--- config.mk ---
export PLATFORM = sky130hd
export DESIGN_NAME = mem_access_unit_flat
export DESIGN_NICKNAME = d
export VERILOG_FILES = /design/src/rtl/mem_bus_if.sv /design/src/rtl/mem_access_unit.sv /design/src/flat_wrapper.sv
export SDC_FILE = /design/constraint.sdc
export NUM_CORES = 1
export LEC_CHECK = 0
export CORE_MARGIN = 2
export CORE_UTILIZATION = 46
export CTS_CLUSTER_DIAMETER = 50
export DETAILED_ROUTE_END_ITERATION = 12
export HOLD_SLACK_MARGIN = 0.08
export PLACE_DENSITY = 0.87
export SLEW_MARGIN = 20
export SYNTH_ARGS = -nofsm -noshare
export SYNTH_HDL_FRONTEND = slang
export SYNTH_SLANG_ARGS = --single-unit
--- constraint.sdc ---
create_clock -name clk -period 3.9 [get_ports clk]
set_input_delay 0.78 -clock clk [delete_from_list [all_inputs] [get_ports clk]]
set_output_delay 0.78 -clock clk [all_outputs]
set_load 0.03 [all_outputs]
--- src/rtl/mem_bus_if.sv ---
// Memory bus between the access unit (master) and the memory system (slave):
// a valid/ready request channel followed by a single-cycle response pulse.
interface mem_bus_if;
    logic        bus_req_valid_out;
    logic        bus_req_ready_in;
    logic        bus_write_out;
    logic [31:0] bus_addr_out;
    logic [31:0] bus_wdata_out;
    logic [3:0]  bus_wstrb_out;
    logic        bus_resp_valid_in;
    logic [31:0] bus_rdata_in;

    modport master (
        output bus_req_valid_out,
        output bus_write_out,
        output bus_addr_out,
        output bus_wdata_out,
        output bus_wstrb_out,
        input  bus_req_ready_in,
        input  bus_resp_valid_in,
        input  bus_rdata_in
    );

    modport slave (
        input  bus_req_valid_out,
        input  bus_write_out,
        input  bus_addr_out,
        input  bus_wdata_out,
        input  bus_wstrb_out,
        output bus_req_ready_in,
        output bus_resp_valid_in,
        output bus_rdata_in
    );
endinterface

--- src/rtl/mem_access_unit.sv ---
// Load/store unit for the MEM stage: checks alignment, places store data on
// the right byte lanes, runs one bus transaction at a time and sign/zero
// extends load data. The pipeline is held while a transaction is in flight.
module mem_access_unit (
    input  logic        clk,
    input  logic        rst,
    input  logic        req_valid_in,
    input  logic        mem_request_write_in,
    input  logic [2:0]  mem_request_size_in,
    input  logic [31:0] addr_in,
    input  logic [31:0] store_data_in,
    output logic [31:0] load_data_out,
    output logic        load_valid_out,
    output logic        stall_out,
    output logic        misaligned_out,
    mem_bus_if.master   bus
);

    localparam logic [1:0] IDLE = 2'd0;
    localparam logic [1:0] REQ  = 2'd1;
    localparam logic [1:0] WAIT = 2'd2;
    localparam logic [1:0] DONE = 2'd3;

    logic [1:0]  state;
    logic [2:0]  size_q;
    logic [1:0]  offset_q;
    logic        legal;
    logic [31:0] wdata_next;
    logic [3:0]  wstrb_next;
    logic [31:0] rdata_shifted;
    logic [31:0] load_next;

    // Decide whether the presented request is a supported, naturally aligned access.
    always_comb begin
        legal = 1'b0;
        case (mem_request_size_in)
            3'b000:  legal = 1'b1;
            3'b001:  legal = ~addr_in[0];
            3'b010:  legal = (addr_in[1:0] == 2'b00);
            3'b100:  legal = ~mem_request_write_in;
            3'b101:  legal = ~mem_request_write_in & ~addr_in[0];
            default: legal = 1'b0;
        endcase
    end

    // Replicate store data across the lanes and enable only the addressed bytes.
    always_comb begin
        wdata_next = store_data_in;
        wstrb_next = 4'b0000;
        if (mem_request_write_in) begin
            case (mem_request_size_in[1:0])
                2'b00: begin
                    wdata_next = {4{store_data_in[7:0]}};
                    wstrb_next = 4'b0001 << addr_in[1:0];
                end
                2'b01: begin
                    wdata_next = {2{store_data_in[15:0]}};
                    wstrb_next = addr_in[1] ? 4'b1100 : 4'b0011;
                end
                default: begin
                    wdata_next = store_data_in;
                    wstrb_next = 4'b1111;
                end
            endcase
        end
    end

    // Pull the addressed lane down to bit 0 and extend it according to the latched size.
    always_comb begin
        rdata_shifted = bus.bus_rdata_in >> {offset_q, 3'b000};
        case (size_q)
            3'b000:  load_next = {{24{rdata_shifted[7]}}, rdata_shifted[7:0]};
            3'b001:  load_next = {{16{rdata_shifted[15]}}, rdata_shifted[15:0]};
            3'b100:  load_next = {24'd0, rdata_shifted[7:0]};
            3'b101:  load_next = {16'd0, rdata_shifted[15:0]};
            default: load_next = bus.bus_rdata_in;
        endcase
    end

    // Hold the pipeline from the cycle a legal request appears until its response arrives.
    always_comb begin
        stall_out = ((state == IDLE) && req_valid_in && legal) ||
                    (state == REQ) || (state == WAIT);
    end

    // Transaction sequencer; the request fields stay latched so the bus sees stable values.
    always_ff @(posedge clk) begin
        if (rst) begin
            state                 <= IDLE;
            size_q                <= 3'b000;
            offset_q              <= 2'b00;
            bus.bus_req_valid_out <= 1'b0;
            bus.bus_write_out     <= 1'b0;
            bus.bus_addr_out      <= 32'd0;
            bus.bus_wdata_out     <= 32'd0;
            bus.bus_wstrb_out     <= 4'b0000;
            load_data_out         <= 32'd0;
            load_valid_out        <= 1'b0;
            misaligned_out        <= 1'b0;
        end else begin
            load_valid_out <= 1'b0;
            misaligned_out <= 1'b0;
            case (state)
                IDLE: begin
                    if (req_valid_in) begin
                        if (legal) begin
                            size_q                <= mem_request_size_in;
                            offset_q              <= addr_in[1:0];
                            bus.bus_write_out     <= mem_request_write_in;
                            bus.bus_addr_out      <= {addr_in[31:2], 2'b00};
                            bus.bus_wdata_out     <= wdata_next;
                            bus.bus_wstrb_out     <= wstrb_next;
                            bus.bus_req_valid_out <= 1'b1;
                            state                 <= REQ;
                        end else begin
                            misaligned_out <= 1'b1;
                        end
                    end
                end
                REQ: begin
                    if (bus.bus_req_ready_in) begin
                        bus.bus_req_valid_out <= 1'b0;
                        state                 <= WAIT;
                    end
                end
                WAIT: begin
                    if (bus.bus_resp_valid_in) begin
                        if (!bus.bus_write_out) begin
                            load_data_out  <= load_next;
                            load_valid_out <= 1'b1;
                        end
                        state <= DONE;
                    end
                end
                DONE: begin
                    state <= IDLE;
                end
                default: begin
                    state <= IDLE;
                end
            endcase
        end
    end

endmodule

--- src/flat_wrapper.sv ---
// flat-port wrapper written by rule: the top's interface ports become plain ports
module mem_access_unit_flat 
  (clk, rst, req_valid_in, mem_request_write_in, mem_request_size_in, addr_in, store_data_in, load_data_out, load_valid_out, stall_out, misaligned_out, bus_bus_req_valid_out, bus_bus_write_out, bus_bus_addr_out, bus_bus_wdata_out, bus_bus_wstrb_out, bus_bus_req_ready_in, bus_bus_resp_valid_in, bus_bus_rdata_in);
  mem_bus_if bus_i ();
  input  logic clk;
  input  logic rst;
  input  logic req_valid_in;
  input  logic mem_request_write_in;
  input  logic [2:0] mem_request_size_in;
  input  logic [31:0] addr_in;
  input  logic [31:0] store_data_in;
  output logic [31:0] load_data_out;
  output logic load_valid_out;
  output logic stall_out;
  output logic misaligned_out;
  output wire logic [$bits(bus_i.bus_req_valid_out)-1:0] bus_bus_req_valid_out;
  output wire logic [$bits(bus_i.bus_write_out)-1:0] bus_bus_write_out;
  output wire logic [$bits(bus_i.bus_addr_out)-1:0] bus_bus_addr_out;
  output wire logic [$bits(bus_i.bus_wdata_out)-1:0] bus_bus_wdata_out;
  output wire logic [$bits(bus_i.bus_wstrb_out)-1:0] bus_bus_wstrb_out;
  input wire logic [$bits(bus_i.bus_req_ready_in)-1:0] bus_bus_req_ready_in;
  input wire logic [$bits(bus_i.bus_resp_valid_in)-1:0] bus_bus_resp_valid_in;
  input wire logic [$bits(bus_i.bus_rdata_in)-1:0] bus_bus_rdata_in;
  assign bus_bus_req_valid_out = bus_i.bus_req_valid_out;
  assign bus_bus_write_out = bus_i.bus_write_out;
  assign bus_bus_addr_out = bus_i.bus_addr_out;
  assign bus_bus_wdata_out = bus_i.bus_wdata_out;
  assign bus_bus_wstrb_out = bus_i.bus_wstrb_out;
  assign bus_i.bus_req_ready_in = bus_bus_req_ready_in;
  assign bus_i.bus_resp_valid_in = bus_bus_resp_valid_in;
  assign bus_i.bus_rdata_in = bus_bus_rdata_in;
  mem_access_unit u_core (.clk(clk), .rst(rst), .req_valid_in(req_valid_in), .mem_request_write_in(mem_request_write_in), .mem_request_size_in(mem_request_size_in), .addr_in(addr_in), .store_data_in(store_data_in), .load_data_out(load_data_out), .load_valid_out(load_valid_out), .stall_out(stall_out), .misaligned_out(misaligned_out), .bus(bus_i));
endmodule
==> impl_metrics.ini <==
[global_routing]
antenna_found_initial = 0
grt_usage = 0.263
grt_remaining_overflow = 0
grt_pass1_wl_um = 23800
grt_pass1_vias = 5020
grt_max_degree = 82

[synth]
async_reset_ff_frac = 0
synth_top_family_by_area = compound AO/OA/AOI/OAI gates
synth_edf_count = 0
synth_adder_area_share = 0.00783
synth_mux_area_frac = 0.0824
synth-simple-area-share = 0.149
synth.top_cell.area_share = 0.455
yosysSeqAreaShare = 0.455
synth_area_leaders = dfxtp_1 (45%), a21oi_1 (12%), nand2_1 (11%), mux2i_1 (7.3%), o211ai_1 (3.9%)
ys.flop_type = dfxtp_1
postSynthAreaPerCell_um2 = 8.20
netlist_instances = 585
ys_types = 38
synth_compound_area_frac = 0.249
ys_warn_count = 0
synth_area_mm2 = 0.00480
yosysTopAreaCell = dfxtp_1
synth-xor-area-share = 0
synth-seq-cells = 109

[layout]
mostFrequentLayoutCells = clkdlybuf4s50_1 (205), nand2_1 (135), a21oi_1 (114), dfxtp_1 (109), mux2i_1 (35)
final_common_cell = clkdlybuf4s50_1
nets = 868
drive_gt1_frac = 0.0458
syn2layout_area_growth_pct = 48.1
antennaDiodeCount = 0
final_area_mm2 = 0.00710

[routing]
route.detailed.drc = 0
met2_length_um = 7230
first_pass_iters = 5
top_layer_used = met4
drt-initial-drc-count = 294
via_count = 5021
detail-route-antenna-nets = 0
avgRoutedWirePerCell_um = 16.8
wl_met1_um = 5890
route.met3.wl_um = 1570
routed_wl_um = 15100
via_per_inst = 5.57

[place]
place_ws_ns = 0.710
dp_hpwl_um = 10900
place_area_mm2 = 0.00691
globalplace.congestion = 0.835
port-buffer-count = 207

[status]
status = completed

[cts]
hold_buffers = 0
cts_made_buffers = 9
post_cts_buffers = 0
cts.sinks = 109
cts-resized-gates = 0
cts_tree = done
htree_levels = 3
clock_latency_ns = 0.38
clock_path_buffers = 2
clk_pin_slew_ns = 0.10
root_buffer = clkbuf_8

[worst_setup_path]
cp_max_fo = 7
arrival_ns = 2.42
slowest_stage = clkdlybuf4s50_1
timing.rr.start = u_core.offset_q[0]
crit_type = in2out
endpoint_kind = output pin
cpPeakStageDelay_ns = 0.59
crit_family = buffers and inverters
crit_buf_inv = 3
cp-start-kind = input port
crit_chain = clkdlybuf4s50_1, a221oi_1, buf_4, o21ba_2, or3_1, buf_12
crit_start = mem_request_write_in
critical_path_required_ns = 3.12

[pwr]
peakVddDrop_mv = 0.258
leakagePower_nw = 2.47
p_per_area_mw_per_mm2 = 421

[die]
start_util = 0.469
rows = 37
ios = 210
die_x_um = 106
coreArea_mm2 = 0.0102
die_y_um = 106
die-area_mm2 = 0.0113

[timing]
final.setup.tns_ns = 0
fmaxAchievable_mhz = 313
relSlewSlack = 0.315
setup_viol_count_final = 0
finalHoldViolCount = 0
fin_skew_ns = 0.00972
rsz0062_at_grt = no
worst_pin_slew_ns = 1.03
setup_slack_ns = 0.703
finalMaxSlewViolations = 0
timing.final.crit_share = 0.820
min_period_ns = 3.20

[worst_hold_path]
min_path_type = reg2reg
hold_start = u_core.bus.bus_wdata_out[31]

[run]
drv_cap = 0
final cells by class:
class	instances	area (um^2)
clock buffer	10	128
clock inverter	6	63.8
fill	786	3130
inverter	6	22.5
multi-input combinational	416	2360
sequential	109	2180
tap	136	170
timing repair buffer	218	2170
flip-flops by register name, summed over array words and instances, names as in the netlist:
signal,count
u_core.bus.bus_wdata_out,32
u_core.size_q,3
u_core.load_valid_out,1
u_core.bus.bus_req_valid_out,1
u_core.load_data_out,32
u_core.offset_q,2
u_core.bus.bus_write_out,1
u_core.state,2
u_core.misaligned_out,1
u_core.bus.bus_wstrb_out,4
u_core.bus.bus_addr_out,30
kinds of logic (layout without fill, tap and decap cells):
kind of cell,count (synthesis),in the layout
simple gates,175,175
compound gates,199,199
buf+inv,61,240
other cells,1,2
flops,109,109
fa+ha+maj,3,3
mux,37,37
through the flow:
step,utilization,hold slack (ns),total power [mW],cells
detailed placement,0.675,0.446,2.34,885
floorplan,-,0.451,1.89,586
finish,0.694,0.460,2.99,901
global route,0.694,0.475,3.13,901
CTS,0.694,0.461,3.02,901
global placement,0.675,0.440,2.31,885
routing by layer:
metal,vias up,global-route usage
li1,2389,-
met1,2371,0.293
met2,229,0.445
met3,32,0.0914
met4,0,0.133
met5,-,0
power breakdown:
part / internal [mW] / switching, mW
logic: 0.439 / 0.590
registers: 1.22 / 0.0638
clock network: 0.296 / 0.378
total: 1.96 / 1.03
final timing paths:
path                                                     end  slack (ns)  cells after the start
worst max-delay path                               stall_out        0.70                      6
worst min register to register  u_core.bus.bus_wdata_out[31]        0.46                      2
worst min-delay path            u_core.bus.bus_wdata_out[31]        0.46                      2
worst max register to register      u_core.load_data_out[30]        1.64                      5
tightest hold or removal path: cells and delay by family (launching register included):
family	cells	cell delay [ns]
compound gates	1	0.05
simple gates	1	0.05
flops	1	0.32
synthesized netlist by cell type, types with 3 or more instances:
| library cell | n |
|---|---|
| nand2_1 | 135 |
| inv_1 | 6 |
| dfxtp_1 | 109 |
| or3_1 | 3 |
| and3_1 | 7 |
| nand2b_1 | 4 |
| o21ai_0 | 20 |
| o211ai_1 | 25 |
| nor2_1 | 17 |
| mux2i_1 | 35 |
| o221ai_1 | 7 |
| buf_2 | 13 |
| a211oi_1 | 8 |
| o2bb2ai_1 | 8 |
| ha_1 | 3 |
| a2bb2oi_1 | 7 |
| a21oi_1 | 114 |
| clkbuf_1 | 37 |
No activity file was read; power rests on OpenSTA's default activity.
==> variant (same settings) <==
Make the reset (`rst`) asynchronous in one clocked block.
--- a/src/rtl/mem_access_unit.sv
+++ b/src/rtl/mem_access_unit.sv
@@ -84,7 +84,7 @@
     end
 
     // Transaction sequencer; the request fields stay latched so the bus sees stable values.
-    always_ff @(posedge clk) begin
+    always_ff @(posedge clk or posedge rst) begin
         if (rst) begin
             state                 <= IDLE;
             size_q                <= 3'b000;
Check against the original RTL: differs if rst is asserted again (counterexample within 4 cycles, from zero or initial values and one cycle with rst high); with rst held inactive, the same outputs for 4 cycles.
==> variant against the original RTL <==
Clock skew hardly changed; synthesized area grew 5.1%; die area increased by 4.9%; via count decreased by 15%; final cell count down 10%; wire length is 7.0% lower; synthesized cell count down 18%; design area is 3.8% higher; setup slack improved by 0.028 ns; sequential cell count stayed put.
Power is not compared: it rests on default switching activity, and its combinational part moved more than twofold at a synthesized area within 25%.
==> variant: results (changes against the original RTL) <==
[clocking]
cts_hold_buf = 0  ; unchanged
clk_pin_slew_ns = 0.09
numCtsBuffers = 9  ; unchanged
clkLatencyLatePin_ns = 0.36  ; was 0.38 ns
cts_resized = 0  ; unchanged
post_cts_buffers = 0  ; unchanged
clockRootBuffer = clkbuf_8  ; unchanged
clock_path_buffers = 2  ; unchanged
htreeDepth = 3  ; unchanged

[synth]
yosysWarnings = 0  ; unchanged
ys_types = 37  ; was 38
async_flop_share_pct = 100  ; was 0%
synthTopCellsByCount = dfrtp_1 (109), nand2_1 (61), mux2_2 (45), o21ai_0 (38), nor2_1 (36)  ; was nand2_1 (135), a21oi_1 (114), dfxtp_1 (109), clkbuf_1 (37), mux2i_1 (35)
synth_top_area_share_pct = 54.1  ; was 45.5%
synth.area.top_cells = dfrtp_1 (54%), mux2_2 (10%), nand2_1 (4.5%), o21ai_0 (3.8%), mux2i_1 (3.2%)  ; was dfxtp_1 (45%), a21oi_1 (12%), nand2_1 (11%), mux2i_1 (7.3%), o211ai_1 (3.9%)
yosysSeqAreaShare_pct = 54.1  ; was 45.5%

[routing]
dr.pass1.iters = 5  ; unchanged
wl_um = 14100  ; was 15100 µm
vias = 4289  ; was 5021
first_iter_violations = 244  ; was 294

[power_and_ir_drop]
intPower_mw = 3.45
p_leak_nw = 3.17
peakVddDrop_v = 0.000433

[hold_path]
worstHoldPathType = reg2reg  ; unchanged

[worst_setup_path]
crit_fanout = 19  ; was 7
arrival_ns = 2.39  ; was 2.42 ns

[timing]
slew_viol_final = 0  ; unchanged
finClkSkew_ns = 0.00989  ; was 0.00972 ns
worst_slew_pin_slew_ns = 1.09  ; was 1.03 ns

[finish]
insertedDiodeCount = 0  ; unchanged
largest_registers = u_core.bus.bus_wdata_out (32), u_core.load_data_out (32), u_core.bus.bus_addr_out (30)  ; unchanged
layout-drive-gt1-share_pct = 10.4  ; was 4.58%
nNetsFinal = 775  ; was 868

[placed_design]
dp_hpwl_um = 10300  ; was 10900 µm
portBuffers = 207  ; unchanged
place_congestion = 0.879  ; was 0.835
place_ws_ns = 0.735  ; was 0.710 ns
post_dp_cell_area_um2 = 7180  ; was 6910 µm²

[run_status]
status = complete, no violations  ; unchanged

[global_routing]
track_usage_pct = 23.5  ; was 26.3%
antenna_found_initial = 0  ; unchanged
grt_pass1_wl_um = 21400  ; was 23800 µm
grt_max_degree = 103  ; was 82

==> variant: layout make-up <==
cell class,instances,area [µm²]
fillers,874,3370
flip-flops and latches,109,2730
multi-input cells,328,2130
repair buffers,212,2120
well taps,140,175
clock buffers,14,163
clock inverters,1,30.0
inverters,7,28.8
==> variant: power groups by stage <==
stage | registers (mW) | clock network [mW] | logic (mW)
CTS | 2.09 | 0.709 | 3.29
detailed placement | 2.11 | 0 | 3.28
global placement | 2.07 | 0 | 3.21
global route | 2.16 | 0.760 | 3.46
floorplan | 2.95 | 0 | 1.00
finish | 2.10 | 0.691 | 3.27
==> variant: per-stage QoR <==
stage / total power [mW] / cells
after floorplan: 3.96 / 479
after global placement: 5.28 / 796
after detailed placement: 5.39 / 796
after CTS: 6.09 / 811
after global routing: 6.39 / 811
final: 6.06 / 811
==> variant: routing by layer <==
| metal | wire length, µm | track usage (%) |
|---|---|---|
| met1 | 5650 | 29.4 |
| met2 | 7250 | 40.3 |
| met3 | 867 | 5.74 |
| met4 | 302 | 7.33 |
| met5 | 0 | 0 |
==> variant: worst paths after layout <==
check	start	endpoint	slack, ns	cells past startpoint
hold / removal	u_core.bus.bus_wdata_out[14]	u_core.bus.bus_wdata_out[14]	0.49	2
setup reg to reg	u_core.state[0]	u_core.load_data_out[4]	1.27	7
setup / recovery	mem_request_size_in[0]	stall_out	0.73	6
min in group asynchronous	rst	u_core.bus.bus_wdata_out[25]	0.82	2
hold reg to reg	u_core.bus.bus_wdata_out[14]	u_core.bus.bus_wdata_out[14]	0.49	2
max in group asynchronous	rst	u_core.load_valid_out	2.20	3
==> variant: cells by family after synthesis <==
| family | after synthesis | synth area share, % |
|---|---|---|
| and+or+nand+nor | 171 | 16.1 |
| DFF | 109 | 54.1 |
| AOI/OAI and AO/OA | 90 | 11.3 |
| muxes | 62 | 13.7 |
| buffers and inverters | 42 | 4.02 |
| adders and majority gates | 3 | 0.744 |
| other | 1 | 0.0744 |
==> variant: worst max-delay path: stages <==
cell and delay [ns]:
clkdlybuf4s50_1 0.44, buf_4 0.21, a221oi_1 0.60, o21bai_4 0.11, nand2_1 0.09, buf_4 0.16
